File: config.mk
export PLATFORM = sky130hd
export DESIGN_NAME = switch_sequencer_flat
export DESIGN_NICKNAME = d
export VERILOG_FILES = /design/src/rtl/switch_seq_pkg.sv /design/src/rtl/switch_sequencer_if.sv /design/src/rtl/switch_seq_channel.sv /design/src/rtl/switch_sequencer.sv /design/src/flat_wrapper.sv
export SDC_FILE = /design/constraint.sdc
export NUM_CORES = 2
export LEC_CHECK = 0
export CORE_MARGIN = 4
export CORE_UTILIZATION = 63
export DETAILED_ROUTE_END_ITERATION = 6
export GPL_ROUTABILITY_DRIVEN = 0
export PLACE_DENSITY = 0.84
export RECOVER_POWER = 50
export SETUP_SLACK_MARGIN = 0.05
export SYNTH_ARGS = -nofsm -noshare
export SYNTH_HDL_FRONTEND = slang
export SYNTH_SLANG_ARGS = --single-unit
File: constraint.sdc
create_clock -name clk -period 56.2 [get_ports clk]
set_input_delay 11.24 -clock clk [delete_from_list [all_inputs] [get_ports clk]]
set_output_delay 11.24 -clock clk [all_outputs]
set_load 0.01 [all_outputs]
File: src/rtl/switch_seq_pkg.sv
// Shared definitions for the switch sequencer: FSM state encoding,
// default geometry and the helpers that size channel/entry indices.
package switch_seq_pkg;

  localparam int CHANNELS_DEF = 4;
  localparam int DEPTH_DEF    = 8;
  localparam int TW_DEF       = 32;

  typedef enum logic [1:0] {
    ST_IDLE = 2'd0,
    ST_RUN  = 2'd1,
    ST_DONE = 2'd2
  } state_e;

  // Index width that stays at least one bit wide for a single-entry range.
  function automatic int idx_w(input int n);
    return (n > 1) ? $clog2(n) : 1;
  endfunction

  // Width able to hold a count from 0 up to and including d.
  function automatic int len_w(input int d);
    return $clog2(d) + 1;
  endfunction

endpackage

File: src/rtl/switch_sequencer_if.sv
// Configuration, control and switch-output bundle of switch_sequencer.
// The period signal exists only when SWITCH_SEQ_REPEAT_EN is defined.
interface switch_sequencer_if #(
  parameter int CHANNELS = switch_seq_pkg::CHANNELS_DEF,
  parameter int DEPTH    = switch_seq_pkg::DEPTH_DEF,
  parameter int TW       = switch_seq_pkg::TW_DEF
);
  localparam int CW = switch_seq_pkg::idx_w(CHANNELS);
  localparam int AW = switch_seq_pkg::idx_w(DEPTH);
  localparam int LW = switch_seq_pkg::len_w(DEPTH);

  logic                cfg_we;
  logic                cfg_hdr;
  logic [CW-1:0]       cfg_ch;
  logic [AW-1:0]       cfg_idx;
  logic [TW-1:0]       cfg_time;
  logic                cfg_init;
  logic [LW-1:0]       cfg_len;
  logic                start;
  logic                stop;
`ifdef SWITCH_SEQ_REPEAT_EN
  logic [TW-1:0]       period;
`endif
  logic [CHANNELS-1:0] sw_out;
  logic [CHANNELS-1:0] evt;
  logic                busy;
  logic                done;

  modport master (
`ifdef SWITCH_SEQ_REPEAT_EN
    output period,
`endif
    output cfg_we, cfg_hdr, cfg_ch, cfg_idx, cfg_time, cfg_init, cfg_len,
    output start, stop,
    input  sw_out, evt, busy, done
  );

  modport slave (
`ifdef SWITCH_SEQ_REPEAT_EN
    input  period,
`endif
    input  cfg_we, cfg_hdr, cfg_ch, cfg_idx, cfg_time, cfg_init, cfg_len,
    input  start, stop,
    output sw_out, evt, busy, done
  );

endinterface

File: src/rtl/switch_seq_channel.sv
// One switch channel: toggle-time table, header (init bit, length),
// entry pointer and the compare/toggle step. finished_o reports whether
// the pointer reaches the length once this cycle's toggle is taken.
module switch_seq_channel
  import switch_seq_pkg::*;
#(
  parameter int  DEPTH = DEPTH_DEF,
  parameter int  TW    = TW_DEF,
  localparam int AW    = idx_w(DEPTH),
  localparam int LW    = len_w(DEPTH)
) (
  input  logic          clk,
  input  logic          rst,
  input  logic          wr_time_i,
  input  logic          wr_hdr_i,
  input  logic [AW-1:0] idx_i,
  input  logic [TW-1:0] time_i,
  input  logic          init_i,
  input  logic [LW-1:0] len_i,
  input  logic          reload_i,
  input  logic          run_i,
  input  logic [TW-1:0] tick_i,
  output logic          sw_o,
  output logic          evt_o,
  output logic          finished_o
);

  logic [TW-1:0] tbl_q [DEPTH];
  logic [LW-1:0] len_q;
  logic [LW-1:0] ptr_q;
  logic [LW-1:0] ptr_d;
  logic          init_q;
  logic          sw_q;
  logic          evt_q;
  logic          fire;

  // A pointer at len never indexes the table because ptr_q < len_q gates it.
  assign fire  = run_i && (ptr_q < len_q) && (tick_i >= tbl_q[ptr_q[AW-1:0]]);
  assign ptr_d = fire ? ptr_q + LW'(1) : ptr_q;

  assign finished_o = (ptr_d == len_q);
  assign sw_o       = sw_q;
  assign evt_o      = evt_q;

  // Toggle-time table writes.
  always_ff @(posedge clk or posedge rst) begin
    if (rst) begin
      for (int i = 0; i < DEPTH; i++) tbl_q[i] <= '0;
    end else if (wr_time_i) begin
      tbl_q[idx_i] <= time_i;
    end
  end

  // Header writes; an oversized length is clamped to the table depth.
  always_ff @(posedge clk or posedge rst) begin
    if (rst) begin
      init_q <= 1'b0;
      len_q  <= '0;
    end else if (wr_hdr_i) begin
      init_q <= init_i;
      len_q  <= (len_i > LW'(DEPTH)) ? LW'(DEPTH) : len_i;
    end
  end

  // Sequence step: reload restores the initial state, otherwise at most one toggle.
  always_ff @(posedge clk or posedge rst) begin
    if (rst) begin
      ptr_q <= '0;
      sw_q  <= 1'b0;
      evt_q <= 1'b0;
    end else if (reload_i) begin
      ptr_q <= '0;
      sw_q  <= init_q;
      evt_q <= 1'b0;
    end else begin
      ptr_q <= ptr_d;
      evt_q <= fire;
      if (fire) sw_q <= ~sw_q;
    end
  end

endmodule

File: src/rtl/switch_sequencer.sv
// Multi-channel timed switch sequencer: IDLE/RUN/DONE control, shared
// tick counter and configuration decode over per-channel toggle tables.
// Define SWITCH_SEQ_REPEAT_EN to add a periodic restart via bus.period.
module switch_sequencer
  import switch_seq_pkg::*;
#(
  parameter int CHANNELS = CHANNELS_DEF,
  parameter int DEPTH    = DEPTH_DEF,
  parameter int TW       = TW_DEF
) (
  input  logic               clk,
  input  logic               rst,
  switch_sequencer_if.slave  bus
);
  localparam int CW = idx_w(CHANNELS);

  state_e              state_q;
  logic [TW-1:0]       tick_q;
  logic [CHANNELS-1:0] sw_vec;
  logic [CHANNELS-1:0] evt_vec;
  logic [CHANNELS-1:0] fin_vec;
  logic                cfg_ok;
  logic                stop_any;
  logic                start_go;
  logic                wrap;
  logic                rpt_on;
  logic                run_en;
  logic                reload;

  assign cfg_ok   = (state_q != ST_RUN);
  assign stop_any = bus.stop && (state_q != ST_IDLE);
  assign start_go = bus.start && !bus.stop && (state_q != ST_RUN);

`ifdef SWITCH_SEQ_REPEAT_EN
  logic [TW-1:0] period_q;

  assign rpt_on = (period_q != '0);
  assign wrap   = (state_q == ST_RUN) && rpt_on && (tick_q == period_q - TW'(1));

  // Period is captured when a sequence starts and held for the whole run.
  always_ff @(posedge clk or posedge rst) begin
    if (rst)           period_q <= '0;
    else if (start_go) period_q <= bus.period;
  end
`else
  assign rpt_on = 1'b0;
  assign wrap   = 1'b0;
`endif

  // Wrap suppresses this cycle's toggles and restarts every channel.
  assign run_en = (state_q == ST_RUN) && !stop_any && !wrap;
  assign reload = stop_any || start_go || wrap;

  assign bus.sw_out = sw_vec;
  assign bus.evt    = evt_vec;
  assign bus.busy   = (state_q == ST_RUN);
  assign bus.done   = (state_q == ST_DONE);

  // Control FSM and tick counter; stop wins over start and any toggle.
  always_ff @(posedge clk or posedge rst) begin
    if (rst) begin
      state_q <= ST_IDLE;
      tick_q  <= '0;
    end else if (stop_any) begin
      state_q <= ST_IDLE;
    end else if (start_go) begin
      state_q <= ST_RUN;
      tick_q  <= '0;
    end else if (state_q == ST_RUN) begin
      if (wrap) begin
        tick_q <= '0;
      end else begin
        if (tick_q != '1) tick_q <= tick_q + TW'(1);
        if ((tick_q == '1) || ((&fin_vec) && !rpt_on)) state_q <= ST_DONE;
      end
    end
  end

  for (genvar c = 0; c < CHANNELS; c++) begin : g_ch
    logic hit;
    assign hit = bus.cfg_we && cfg_ok && (bus.cfg_ch == CW'(c));

    switch_seq_channel #(
      .DEPTH (DEPTH),
      .TW    (TW)
    ) u_ch (
      .clk        (clk),
      .rst        (rst),
      .wr_time_i  (hit && !bus.cfg_hdr),
      .wr_hdr_i   (hit && bus.cfg_hdr),
      .idx_i      (bus.cfg_idx),
      .time_i     (bus.cfg_time),
      .init_i     (bus.cfg_init),
      .len_i      (bus.cfg_len),
      .reload_i   (reload),
      .run_i      (run_en),
      .tick_i     (tick_q),
      .sw_o       (sw_vec[c]),
      .evt_o      (evt_vec[c]),
      .finished_o (fin_vec[c])
    );
  end

endmodule

File: src/flat_wrapper.sv
// flat-port wrapper written by rule: the top's interface ports become plain ports
module switch_sequencer_flat import switch_seq_pkg::*;
#(
  parameter int CHANNELS = CHANNELS_DEF,
  parameter int DEPTH    = DEPTH_DEF,
  parameter int TW       = TW_DEF
)
  (clk, rst, bus_cfg_we, bus_cfg_hdr, bus_cfg_ch, bus_cfg_idx, bus_cfg_time, bus_cfg_init, bus_cfg_len, bus_start, bus_stop, bus_sw_out, bus_evt, bus_busy, bus_done);
  switch_sequencer_if #(.CHANNELS(CHANNELS), .DEPTH(DEPTH), .TW(TW)) bus_i ();
  input  logic clk;
  input  logic rst;
  input wire logic [$bits(bus_i.cfg_we)-1:0] bus_cfg_we;
  input wire logic [$bits(bus_i.cfg_hdr)-1:0] bus_cfg_hdr;
  input wire logic [$bits(bus_i.cfg_ch)-1:0] bus_cfg_ch;
  input wire logic [$bits(bus_i.cfg_idx)-1:0] bus_cfg_idx;
  input wire logic [$bits(bus_i.cfg_time)-1:0] bus_cfg_time;
  input wire logic [$bits(bus_i.cfg_init)-1:0] bus_cfg_init;
  input wire logic [$bits(bus_i.cfg_len)-1:0] bus_cfg_len;
  input wire logic [$bits(bus_i.start)-1:0] bus_start;
  input wire logic [$bits(bus_i.stop)-1:0] bus_stop;
  output wire logic [$bits(bus_i.sw_out)-1:0] bus_sw_out;
  output wire logic [$bits(bus_i.evt)-1:0] bus_evt;
  output wire logic [$bits(bus_i.busy)-1:0] bus_busy;
  output wire logic [$bits(bus_i.done)-1:0] bus_done;
  assign bus_i.cfg_we = bus_cfg_we;
  assign bus_i.cfg_hdr = bus_cfg_hdr;
  assign bus_i.cfg_ch = bus_cfg_ch;
  assign bus_i.cfg_idx = bus_cfg_idx;
  assign bus_i.cfg_time = bus_cfg_time;
  assign bus_i.cfg_init = bus_cfg_init;
  assign bus_i.cfg_len = bus_cfg_len;
  assign bus_i.start = bus_start;
  assign bus_i.stop = bus_stop;
  assign bus_sw_out = bus_i.sw_out;
  assign bus_evt = bus_i.evt;
  assign bus_busy = bus_i.busy;
  assign bus_done = bus_i.done;
  switch_sequencer #(.CHANNELS(CHANNELS), .DEPTH(DEPTH), .TW(TW)) u_core (.clk(clk), .rst(rst), .bus(bus_i));
endmodule
==> impl_results.md <==
- Cells after Synth: 3529
- Max-cap viol count: 26
- Detailed Place HPWL: 78790 um
- Layout Utilization: 69.87%
- Arr. time, crit path: 21.05 ns
- Worst slew pin tran: 6.127 ns
- Clk_skew: 0.02776 ns
- Power consumption: 1.883 mW
- Slowest cell on the critical path: clkinvlp_2
- GRT busiest layer: met2
- DRT antenna net count: 0
- CTS tree: yes
- Total Nets Final: 3666
- Pre-antenna DRT Iters: 5
- Failing checks: capacitance limit, slew limit
- Number of DRC markers in iteration 0: 2308
- Post-CTS Resized: 0
- CTS buffer count: 111
- Met1 GRT Util: 37.71%
- DRC errors left: 0
- CTS Hold Buffers Added: 0
- Number of flops mapped to enable cells by yosys: 0
- Vias in the first global route: 33980
- Clock sink count: 1102
- Hold Vio Cnt, Final: 0
- Clock Path Buffers: 3
- Starting Density: 63.77%
- Clock latency on the worst-skew pair: 0.67 ns
- Total core area: 82370 um2
- Slew Limit Fails: 1074
- Max VDD drop: 0.00002645 V
- Slowest Stage Delay on Critical Path: 3.40 ns
- Area leader, netlist: dfrtp_1
- Die Y: 296.8 um
- Async S/R FF share, synth: 100.0%
- Startpoint types: input port
- Final min period: 20.44 ns
- I/O pins: 58
- First-pass GRT wire length: 199100 um
- Synth Flop Type: dfrtp_1
- Final period util: 36.37%
- Yosys reg bits: 1102
- Status: finished, violations left
- Filler instances: 5136
- Number of vias per cell: 6.642
- Worst slack at placement: 39.76 ns
- Crit Path Class: in -> async
- Worst path most repeated cell: buf_4
- Overall Global Routing Usage: 28.96%
- Initial antenna violation count: 7
- Ys Warns: 0
- Avg Cell Area, Syn: 14.88 um2
- Met2 GRT Util: 48.92%
- Critical-path cell list: dlygate4sd3_1, clkinvlp_2, clkbuf_1, buf_4, buf_4, buf_4
- Routed Wire Length: 127000 um
- CP max FO: 140
- Area Overhead vs Synth: 9.564%
- Clk slew on worst S/H paths: 0.06 ns
- Post-Syn Nets: 3722
- Per-cell routed wire length: 27.38 um
- Largest net degree at the start of global routing: 141
- Die Wd: 296.8 um
- Die area: 88060 um2
- Data required, critical path: 56.80 ns
- Congestion Overflow GR: 0
- Largest cells by area after synthesis: dfrtp_1 (52%), mux2_2 (22%), mux4_2 (11%)
- LEAKAGE: 26.40 nW
- Yosys cell types: 69
- Netlist Area Pre-Place: 52530 um2
- Critical Path Sink Type: asynchronous set/reset pin
- CTS root buffer: clkbuf_16
- PortBufs: 57
- Top-area cell type share of the netlist area: 52.50%
- Final setup viols: 0
- Slew HR: -310.7%
- Worst Hold Class: reg -> reg
- PD cells: 32.72 nW/um2
- Fmax: 48.92 MHz
- Layout cells sized above 1: 43.98%
- RSZ-0062 raised after global routing: false
- Sequential fraction of the synthesis area: 52.50%
- Post-CTS Setup Bufs: 0
- Worst setup margin: 35.76 ns
- Met3 Track Usage GR: 5.361%
- Max H-tree Level: 3
- Row cnt: 105
- Vias: 30800
- Setup TNS: 0 ns
-- routing by layer --
layer	vias up	share of wire [%]
met5	-	0.044
met4	8	3.7
met3	301	6.5
met2	1043	50
met1	16540	40
li1	12910	-
-- registers in the layout, summed over array words and instances, names as in the netlist --
name / flops
u_core.tick_q: 32
u_core.g_ch.u_ch.tbl_q: 1024
u_core.g_ch.u_ch.len_q: 16
u_core.g_ch.u_ch.sw_o: 4
u_core.g_ch.u_ch.ptr_q: 16
u_core.g_ch.u_ch.evt_o: 4
u_core.state_q: 2
u_core.g_ch.u_ch.init_q: 4
-- synth_stat cells, types with 5 or more instances --
master / n
dfrtp_1: 1102
mux2_2: 1043
mux4_2: 256
clkbuf_1: 217
ha_1: 145
mux2i_1: 128
nand2_1: 82
nor2_1: 80
a21oi_1: 66
buf_1: 63
o21ai_0: 40
xor2_1: 33
nand3_1: 30
inv_1: 29
nand4_1: 25
xnor2_1: 18
nor2b_1: 15
and3_1: 10
nand2b_1: 9
nor3_1: 9
or3_1: 9
buf_4: 8
nand3b_1: 7
nor4_1: 7
a211o_1: 6
a211oi_1: 6
a21o_1: 6
o21ai_1: 6
a221oi_1: 5
nor3b_1: 5
-- path summary, 6_finish.rpt --
kind / from / to / slack (ns) / depth (start not counted)
max in group clk: bus_cfg_ch[0] / u_core.g_ch[2].u_ch.tbl_q[144] / 41.41 / 6
max reg2reg: u_core.g_ch[0].u_ch.ptr_q[0] / u_core.state_q[1] / 50.04 / 14
min in group asynchronous: rst / u_core.g_ch[0].u_ch.tbl_q[193] / 12.97 / 2
max: rst / u_core.g_ch[1].u_ch.tbl_q[209] / 35.76 / 6
min: u_core.g_ch[3].u_ch.init_q / u_core.g_ch[3].u_ch.sw_o / 0.48 / 2
min reg2reg: u_core.g_ch[3].u_ch.init_q / u_core.g_ch[3].u_ch.sw_o / 0.48 / 2
-- cell usage in the layout, fill, tap and decap left out, types with 10 or more instances in the layout --
| master | synthesis | routed |
|---|---|---|
| and3_1 | 10 | 10 |
| inv_1 | 29 | 29 |
| nor2b_1 | 15 | 15 |
| nor2_4 | 0 | 18 |
| mux2_1 | 1 | 10 |
| mux2_2 | 1043 | 1034 |
| mux2i_1 | 128 | 128 |
| nand3_1 | 30 | 30 |
| nor2_1 | 80 | 62 |
| nand2_1 | 82 | 75 |
| clkdlybuf4s50_1 | 0 | 43 |
| buf_4 | 8 | 38 |
| clkbuf_16 | 0 | 113 |
| ha_1 | 145 | 145 |
| xnor2_1 | 18 | 18 |
| a21oi_1 | 66 | 66 |
| o21ai_0 | 40 | 41 |
| dlygate4sd3_1 | 0 | 14 |
| dfrtp_1 | 1102 | 1090 |
| nand4_1 | 25 | 25 |
| xor2_1 | 33 | 33 |
| clkbuf_1 | 217 | 45 |
| clkbuf_8 | 0 | 28 |
| mux4_2 | 256 | 256 |
| clkinv_2 | 0 | 29 |
-- layout make-up --
cell class / count / area [um2] / area share (%)
diodes: 2 / 5.005 / 0.008696
flip-flops and latches: 1102 / 27600 / 47.96
well taps: 1070 / 1339 / 2.326
clock buffers: 162 / 3292 / 5.720
inverters: 31 / 117.6 / 0.2044
clock inverters: 43 / 372.9 / 0.6479
multi-input cells: 2108 / 23880 / 41.49
repair buffers: 119 / 945.9 / 1.644
-- worst max-delay path: cells and delay by family --
kind / cells / cell delay [ns]
buffers and inverters: 6 / 9.57
-- power breakdown --
part	total, mW	switching [mW]	internal, mW
Sequential	0.927	0.0500	0.877
Clock	0.738	0.310	0.428
Combinational	0.218	0.101	0.117
-- kinds of logic after synthesis --
logic type	synth area share, %
AO/OA/AOI/OAI	2.006
XOR/XNOR	0.8933
adder cells (fa/ha/maj)	3.454
buffers and inverters	2.337
flip-flops	52.50
multiplexers	35.80
AND/OR/NAND/NOR	3.013
-- per-stage QoR --
| stage | std cells | hold slack, ns | cell area [um2] |
|---|---|---|---|
| 2_1_floorplan | 3529 | 0.4444 | 52530 |
| 3_3_place_gp | 4430 | 0.4609 | 54030 |
| 3_5_place_dp | 4430 | 0.4725 | 54030 |
| 4_1_cts | 4635 | 0.4872 | 57690 |
| 5_1_grt | 4635 | 0.5050 | 57550 |
| 6_report | 4637 | 0.4826 | 57550 |
Note: power is estimated with default switching activity, not from simulation.
